`src/rtl/hilo_muldiv_if.sv`:
```
// EX/WB-side bundle for the HI/LO multiply/divide unit.
// The master drives the request and MTHI/MTLO writes; the slave returns stall and HI/LO.
interface hilo_muldiv_if #(
  parameter int WIDTH = 32
);
  logic             start;
  logic [1:0]       md_op;
  logic [WIDTH-1:0] src_a;
  logic [WIDTH-1:0] src_b;
  logic             flush;
  logic             hi_we;
  logic             lo_we;
  logic [WIDTH-1:0] wdata;
  logic             stall_req;
  logic [WIDTH-1:0] hi;
  logic [WIDTH-1:0] lo;

  modport master (
    output start, md_op, src_a, src_b, flush, hi_we, lo_we, wdata,
    input  stall_req, hi, lo
  );

  modport slave (
    input  start, md_op, src_a, src_b, flush, hi_we, lo_we, wdata,
    output stall_req, hi, lo
  );
endinterface

```
`src/rtl/hilo_muldiv.sv`:
```
// Iterative MULT/MULTU/DIV/DIVU sequencer that owns HI/LO.
// One bit per cycle: shift-add multiply, restoring divide, with sign fix-up in DONE.
module hilo_muldiv #(
  parameter int WIDTH = 32
) (
  input logic          clk,
  input logic          resetn,
  hilo_muldiv_if.slave md
);
  localparam int CW = $clog2(WIDTH) + 1;

  localparam logic [1:0] S_IDLE = 2'd0;
  localparam logic [1:0] S_MUL  = 2'd1;
  localparam logic [1:0] S_DIV  = 2'd2;
  localparam logic [1:0] S_DONE = 2'd3;

  logic [1:0]         state_q, state_d;
  logic [CW-1:0]      cnt_q, cnt_d;
  logic [2*WIDTH-1:0] acc_q, acc_d;
  logic [WIDTH-1:0]   opnd_q, opnd_d;
  logic [WIDTH-1:0]   hi_q, hi_d;
  logic [WIDTH-1:0]   lo_q, lo_d;
  logic               rsign_q, rsign_d;
  logic               dsign_q, dsign_d;
  logic               nowr_q, nowr_d;
  logic               isdiv_q, isdiv_d;

  logic               sgn, a_neg, b_neg, last, done_wr;
  logic [WIDTH-1:0]   a_abs, b_abs, res_hi, res_lo;
  logic [WIDTH:0]     mul_sum, div_diff;
  logic [2*WIDTH-1:0] prod;

  always_comb begin
    sgn      = !md.md_op[0];
    a_neg    = sgn & md.src_a[WIDTH-1];
    b_neg    = sgn & md.src_b[WIDTH-1];
    a_abs    = a_neg ? -md.src_a : md.src_a;
    b_abs    = b_neg ? -md.src_b : md.src_b;
    // acc holds {partial product, multiplier} for MUL and {rem, quot} for DIV
    mul_sum  = {1'b0, acc_q[2*WIDTH-1:WIDTH]} + {1'b0, opnd_q};
    div_diff = acc_q[2*WIDTH-1:WIDTH-1] - {1'b0, opnd_q};
    prod     = rsign_q ? -acc_q : acc_q;
    if (isdiv_q) begin
      res_lo = rsign_q ? -acc_q[WIDTH-1:0] : acc_q[WIDTH-1:0];
      res_hi = dsign_q ? -acc_q[2*WIDTH-1:WIDTH] : acc_q[2*WIDTH-1:WIDTH];
    end else begin
      res_lo = prod[WIDTH-1:0];
      res_hi = prod[2*WIDTH-1:WIDTH];
    end
    last = (cnt_q == CW'(WIDTH - 1));
  end

  always_comb begin
    state_d = state_q;
    cnt_d   = cnt_q;
    acc_d   = acc_q;
    opnd_d  = opnd_q;
    rsign_d = rsign_q;
    dsign_d = dsign_q;
    nowr_d  = nowr_q;
    isdiv_d = isdiv_q;
    case (state_q)
      S_IDLE: begin
        if (md.start && !md.flush) begin
          rsign_d = a_neg ^ b_neg;
          dsign_d = a_neg;
          cnt_d   = '0;
          isdiv_d = md.md_op[1];
          nowr_d  = 1'b0;
          if (md.md_op[1]) begin
            opnd_d = b_abs;
            acc_d  = {{WIDTH{1'b0}}, a_abs};
            if (md.src_b == '0) begin
              nowr_d  = 1'b1;
              state_d = S_DONE;
            end else begin
              state_d = S_DIV;
            end
          end else begin
            opnd_d  = a_abs;
            acc_d   = {{WIDTH{1'b0}}, b_abs};
            state_d = S_MUL;
          end
        end
      end
      S_MUL: begin
        if (acc_q[0]) acc_d = {mul_sum, acc_q[WIDTH-1:1]};
        else          acc_d = {1'b0, acc_q[2*WIDTH-1:1]};
        cnt_d = cnt_q + CW'(1);
        if (last) state_d = S_DONE;
      end
      S_DIV: begin
        if (!div_diff[WIDTH]) acc_d = {div_diff[WIDTH-1:0], acc_q[WIDTH-2:0], 1'b1};
        else                  acc_d = {acc_q[2*WIDTH-2:0], 1'b0};
        cnt_d = cnt_q + CW'(1);
        if (last) state_d = S_DONE;
      end
      default: state_d = S_IDLE;
    endcase
    if (md.flush) state_d = S_IDLE;
  end

  // The DONE write is younger than any MTHI/MTLO in WB, so it takes priority
  always_comb begin
    done_wr = (state_q == S_DONE) && !nowr_q && !md.flush;
    hi_d    = hi_q;
    lo_d    = lo_q;
    if (md.hi_we) hi_d = md.wdata;
    if (md.lo_we) lo_d = md.wdata;
    if (done_wr) begin
      hi_d = res_hi;
      lo_d = res_lo;
    end
  end

  always_ff @(posedge clk or negedge resetn) begin
    if (!resetn) begin
      state_q <= S_IDLE;
      cnt_q   <= '0;
      acc_q   <= '0;
      opnd_q  <= '0;
      hi_q    <= '0;
      lo_q    <= '0;
      rsign_q <= 1'b0;
      dsign_q <= 1'b0;
      nowr_q  <= 1'b0;
      isdiv_q <= 1'b0;
    end else begin
      state_q <= state_d;
      cnt_q   <= cnt_d;
      acc_q   <= acc_d;
      opnd_q  <= opnd_d;
      hi_q    <= hi_d;
      lo_q    <= lo_d;
      rsign_q <= rsign_d;
      dsign_q <= dsign_d;
      nowr_q  <= nowr_d;
      isdiv_q <= isdiv_d;
    end
  end

  assign md.stall_req = resetn && !md.flush &&
                        (((state_q == S_IDLE) && md.start) ||
                         (state_q == S_MUL) || (state_q == S_DIV));
  assign md.hi = hi_q;
  assign md.lo = lo_q;
endmodule

```
`src/flat_wrapper.sv`:
```
// flat-port wrapper written by rule: the top's interface ports become plain ports
module hilo_muldiv_flat 
#(
  parameter int WIDTH = 32
)
  (clk, resetn, md_start, md_md_op, md_src_a, md_src_b, md_flush, md_hi_we, md_lo_we, md_wdata, md_stall_req, md_hi, md_lo);
  hilo_muldiv_if #(.WIDTH(WIDTH)) md_i ();
  input logic clk;
  input logic resetn;
  input wire logic [$bits(md_i.start)-1:0] md_start;
  input wire logic [$bits(md_i.md_op)-1:0] md_md_op;
  input wire logic [$bits(md_i.src_a)-1:0] md_src_a;
  input wire logic [$bits(md_i.src_b)-1:0] md_src_b;
  input wire logic [$bits(md_i.flush)-1:0] md_flush;
  input wire logic [$bits(md_i.hi_we)-1:0] md_hi_we;
  input wire logic [$bits(md_i.lo_we)-1:0] md_lo_we;
  input wire logic [$bits(md_i.wdata)-1:0] md_wdata;
  output wire logic [$bits(md_i.stall_req)-1:0] md_stall_req;
  output wire logic [$bits(md_i.hi)-1:0] md_hi;
  output wire logic [$bits(md_i.lo)-1:0] md_lo;
  assign md_i.start = md_start;
  assign md_i.md_op = md_md_op;
  assign md_i.src_a = md_src_a;
  assign md_i.src_b = md_src_b;
  assign md_i.flush = md_flush;
  assign md_i.hi_we = md_hi_we;
  assign md_i.lo_we = md_lo_we;
  assign md_i.wdata = md_wdata;
  assign md_stall_req = md_i.stall_req;
  assign md_hi = md_i.hi;
  assign md_lo = md_i.lo;
  hilo_muldiv #(.WIDTH(WIDTH)) u_core (.clk(clk), .resetn(resetn), .md(md_i));
endmodule
```
`config.mk`:
```
export PLATFORM = sky130hd
export DESIGN_NAME = hilo_muldiv_flat
export DESIGN_NICKNAME = d
export VERILOG_FILES = /design/src/rtl/hilo_muldiv_if.sv /design/src/rtl/hilo_muldiv.sv /design/src/flat_wrapper.sv
export SDC_FILE = /design/constraint.sdc
export NUM_CORES = 1
export LEC_CHECK = 0
export BUFFER_PORTS_ARGS = -buffer_cell sky130_fd_sc_hd__buf_2
export CORE_MARGIN = 4
export CORE_UTILIZATION = 34
export DETAILED_ROUTE_END_ITERATION = 7
export GPL_ROUTABILITY_DRIVEN = 0
export MAX_ROUTING_LAYER = met4
export SETUP_SLACK_MARGIN = 0.4
export SYNTH_ARGS = -nofsm -noshare
export SYNTH_HDL_FRONTEND = slang
export SYNTH_SLANG_ARGS = --single-unit
```
`constraint.sdc`:
```
create_clock -name clk -period 5.51 [get_ports clk]
set_input_delay 1.102 -clock clk [delete_from_list [all_inputs] [get_ports clk]]
set_output_delay 1.102 -clock clk [all_outputs]
set_load 0.02 [all_outputs]
```
==> impl_metrics.yaml <==
run_status:
  outcome: "finished, final reports clean"
cts:
  cts_htree_levels: 4
  path_clk_slew_ns: 0.07
  clock_tree.buffer_depth: 2
  cts_sinks: 172
  post_cts_resized: 0
  clk_latency_ns: 0.45
  clockRootBuffer: "clkbuf_16"
  post_cts_buffers: 0
  cts_tree: "done"
  cts_hold_buf: 0
  cts_made_buffers: 17
sta:
  setup_viol: 0
  setup_tns_ns: 0
  rsz0062_at_grt: "no"
  clock_skew_ns: 0.01780
  hold_violations: 0
  max_freq_ghz: 0.2418
  worstMarginPinSlew_ns: 1.090
  period_share: 0.7506
  final_max_slew_viol_count: 0
  slew_headroom: 0.2714
  period_minus_slack_ns: 4.136
floorplan:
  fp.dieW_microns: 220.4
  die_h_microns: 220.4
  std_cell_rows: 77
  fp.dieArea_sq_um: 48580
  ioPinCount: 169
  core-area_sq_um: 44410
  initial_core_util: 0.3454
logic_synthesis:
  synth-seq-cells: 172
  syn_area_per_cell_sq_um: 7.867
  synth_xor_area_frac: 0.09706
  ys_types: 75
  ys_top_cells_by_area: "dfrtp_1, o21ai_0, a21oi_1"
  synth_top_family_by_area: "compound AO/OA/AOI/OAI gates"
  syn_inst: 1950
  synth_nets: 2130
  seq_area_frac_synth: 0.2806
  synth_top_area_share: 0.2806
  yosys.area_share.simple: 0.1808
  ys.flop_type: "dfrtp_1"
  yosysWarnings: 0
  yosysTopAreaCell: "dfrtp_1"
  synthArstFlopShare: 1.000
  synth_edf_count: 0
  synth.mux.area_fraction: 0.06158
  synth_adder_area_share: 0.06296
  synth-compound-area-share: 0.2675
  synth_most_common_cell: "o21ai_0"
  ys_top_cells_by_count: "o21ai_0, a21oi_1, nand2_1, dfrtp_1, nor2_1"
  synth_area_sq_um: 15340
power:
  switching_share: 0.5025
  powerDensity_nw_per_um2: 430.8
  combPwrFrac: 0.541
  switchingPower_mw: 3.737
  p_int_mw: 3.699
  leakage_nw: 7.457
  ir_drop_mv: 0.1942
  power_mw: 7.436
  clkPwrFrac: 0.168
  p_seq_frac: 0.291
min_path:
  worstHoldPathType: "flop to flop"
  worstHoldStart: "u_core.nowr_q"
  min_path_cells: 2
  min_to: "u_core.nowr_q"
flow_run:
  maxCapViolations: 0
setup_path:
  worstSetupStartpointType: "flop"
  end_kind: "flop"
  required_ns: 5.84
  crit_chain: "inv_1 > ha_1 > fa_1 > nand2b_1 > a21oi_1 > o21ai_0 > nand3_1 > a21oi_1 > o21ai_1 > xor2_4 > buf_4 > mux2_2 > o221ai_1"
  r2r_cells: 13
  max_stage_delay_ns: 0.62
  worstSetupPathType: "flop to flop"
  worstReg2RegEnd: "u_core.acc_q[32]"
  crit_fanout: 21
  r2r_slack_ns: 1.37
  crit_arrival_ns: 4.47
  r2r-start: "u_core.acc_q[31]"
  path_common_cell: "a21oi_1"
  cp_slowest_cell: "xor2_4"
routing:
  route.vias.total: 15507
  drt_first_pass_iters: 6
  vias_per_cell: 5.867
  route.detailed.drc: 0
  drt-initial-drc-count: 1688
  wire_per_inst_microns: 21.01
  ant_nets: 0
  drt_wl_total_microns: 55520
grt:
  gr-usage-all-layers: 0.2304
  overflow: 0
  grt_pass1_vias: 14358
  grt_antenna_before_repair: 0
  grt_max_degree: 73
  grt_pass1_wl_microns: 85100
placement:
  hpwl_microns: 43180
  io_buffer_count: 168
layout:
  nets: 2218
  fillers: 4578
  syn_to_final_growth_pct: 12.52
  area.sequential_sq_um: 4304
  drive_above_1_share: 0.1224
  multiInputGateArea_sq_um: 10320
  insertedDiodeCount: 0
per-stage QoR:
| stage | hold WS (ns) | setup WS [ns] | instance area [sq um] | std cells | utilization |
|---|---|---|---|---|---|
| after floorplan | 0.4508 | 2.266 | 15340 | 1950 | - |
| after detailed placement | 0.5127 | 1.450 | 16670 | 2611 | 0.3754 |
| final | 0.5259 | 1.374 | 17260 | 2643 | 0.3887 |
| after CTS | 0.5298 | 1.422 | 17260 | 2643 | 0.3887 |
| after global routing | 0.5741 | 1.170 | 17260 | 2643 | 0.3887 |
| after global placement | 0.4960 | 1.511 | 16670 | 2611 | 0.3754 |
kinds of logic (layout without fill, tap and decap cells):
family / Yosys count / count (layout)
simple gates: 575 / 575
mux: 94 / 94
xor+xnor: 170 / 170
compound gates: 667 / 667
buf+inv: 196 / 297
fa+ha+maj: 76 / 76
flops: 172 / 172
critical path: cells and delay by family (launching register included):
family | cells | cell delay, ns
AO/OA/AOI/OAI | 5 | 1.05
XOR/XNOR | 1 | 0.62
adder cells (fa/ha/maj) | 2 | 0.61
buffers and inverters | 2 | 0.56
flip-flops | 1 | 0.47
multiplexers | 1 | 0.38
AND/OR/NAND/NOR | 2 | 0.33
layout make-up:
type / count / area share
Timing Repair Buffer: 194 / 0.06038
Clock inverter: 15 / 0.009568
Multi-Input combinational cell: 1582 / 0.5977
Clock buffer: 17 / 0.02464
Tap cell: 592 / 0.04291
Inverter: 71 / 0.01544
Sequential cell: 172 / 0.2493
worst max-delay path by stage:
stage                      from                to  slack, ns  depth (start not counted)
3_5_place_dp   u_core.acc_q[31]  u_core.acc_q[32]       1.45                         13
3_3_place_gp   u_core.acc_q[31]  u_core.acc_q[32]       1.51                         13
6_report       u_core.acc_q[31]  u_core.acc_q[32]       1.37                         13
4_1_cts        u_core.acc_q[31]  u_core.acc_q[32]       1.42                         13
5_1_grt        u_core.acc_q[31]  u_core.acc_q[32]       1.17                         13
2_1_floorplan      md_src_b[21]  u_core.acc_q[29]       2.27                          9
power groups by stage:
| stage | Clock (mW) | Sequential, mW | Combinational, mW |
|---|---|---|---|
| floorplan | 0 | 1.97 | 2.86 |
| global placement | 0 | 2.15 | 3.90 |
| detailed placement | 0 | 2.16 | 3.94 |
| CTS | 1.26 | 2.13 | 3.96 |
| global route | 1.32 | 2.20 | 4.43 |
| finish | 1.25 | 2.16 | 4.02 |
placed cells by master, fill, tap and decap left out, types with 14 or more instances in the layout:
| cell type | netlist | final |
|---|---|---|
| o21ai_0 | 198 | 198 |
| a21oi_1 | 195 | 194 |
| nand2_1 | 186 | 186 |
| dfrtp_1 | 172 | 172 |
| buf_2 | 4 | 167 |
| nor2_1 | 147 | 147 |
| xnor2_1 | 108 | 108 |
| mux2i_1 | 91 | 91 |
| ha_1 | 74 | 74 |
| inv_1 | 70 | 70 |
| xor2_1 | 62 | 61 |
| nor3_1 | 43 | 43 |
| nand3_1 | 37 | 37 |
| nor2b_1 | 35 | 35 |
| a211oi_1 | 31 | 31 |
| a21o_1 | 27 | 27 |
| buf_4 | 1 | 26 |
| a22oi_1 | 25 | 25 |
| o211ai_1 | 24 | 24 |
| nand2b_1 | 22 | 22 |
| a31oi_1 | 22 | 22 |
| or3_1 | 22 | 21 |
| o31ai_1 | 18 | 18 |
| clkbuf_16 | 0 | 17 |
| o21ai_1 | 16 | 15 |
| nor4_1 | 15 | 15 |
| and3_1 | 14 | 14 |
state kept, by name, summed over array words and instances, names as in the netlist:
signal          count
u_core.md.lo       32
u_core.state_q      2
u_core.opnd_q      32
u_core.nowr_q       1
u_core.acc_q       64
u_core.rsign_q      1
u_core.md.hi       32
u_core.dsign_q      1
u_core.cnt_q        6
u_core.isdiv_q      1
routing by layer:
layer / up-vias / routed length [microns] / global-route usage
met2: 719 / 23820 / 0.3348
li1: 7255 / - / -
met1: 7442 / 25700 / 0.3370
met4: 0 / 1562 / 0.06427
met5: - / 0 / -
met3: 91 / 4437 / 0.02870
Note: power is estimated with default switching activity, not from simulation.
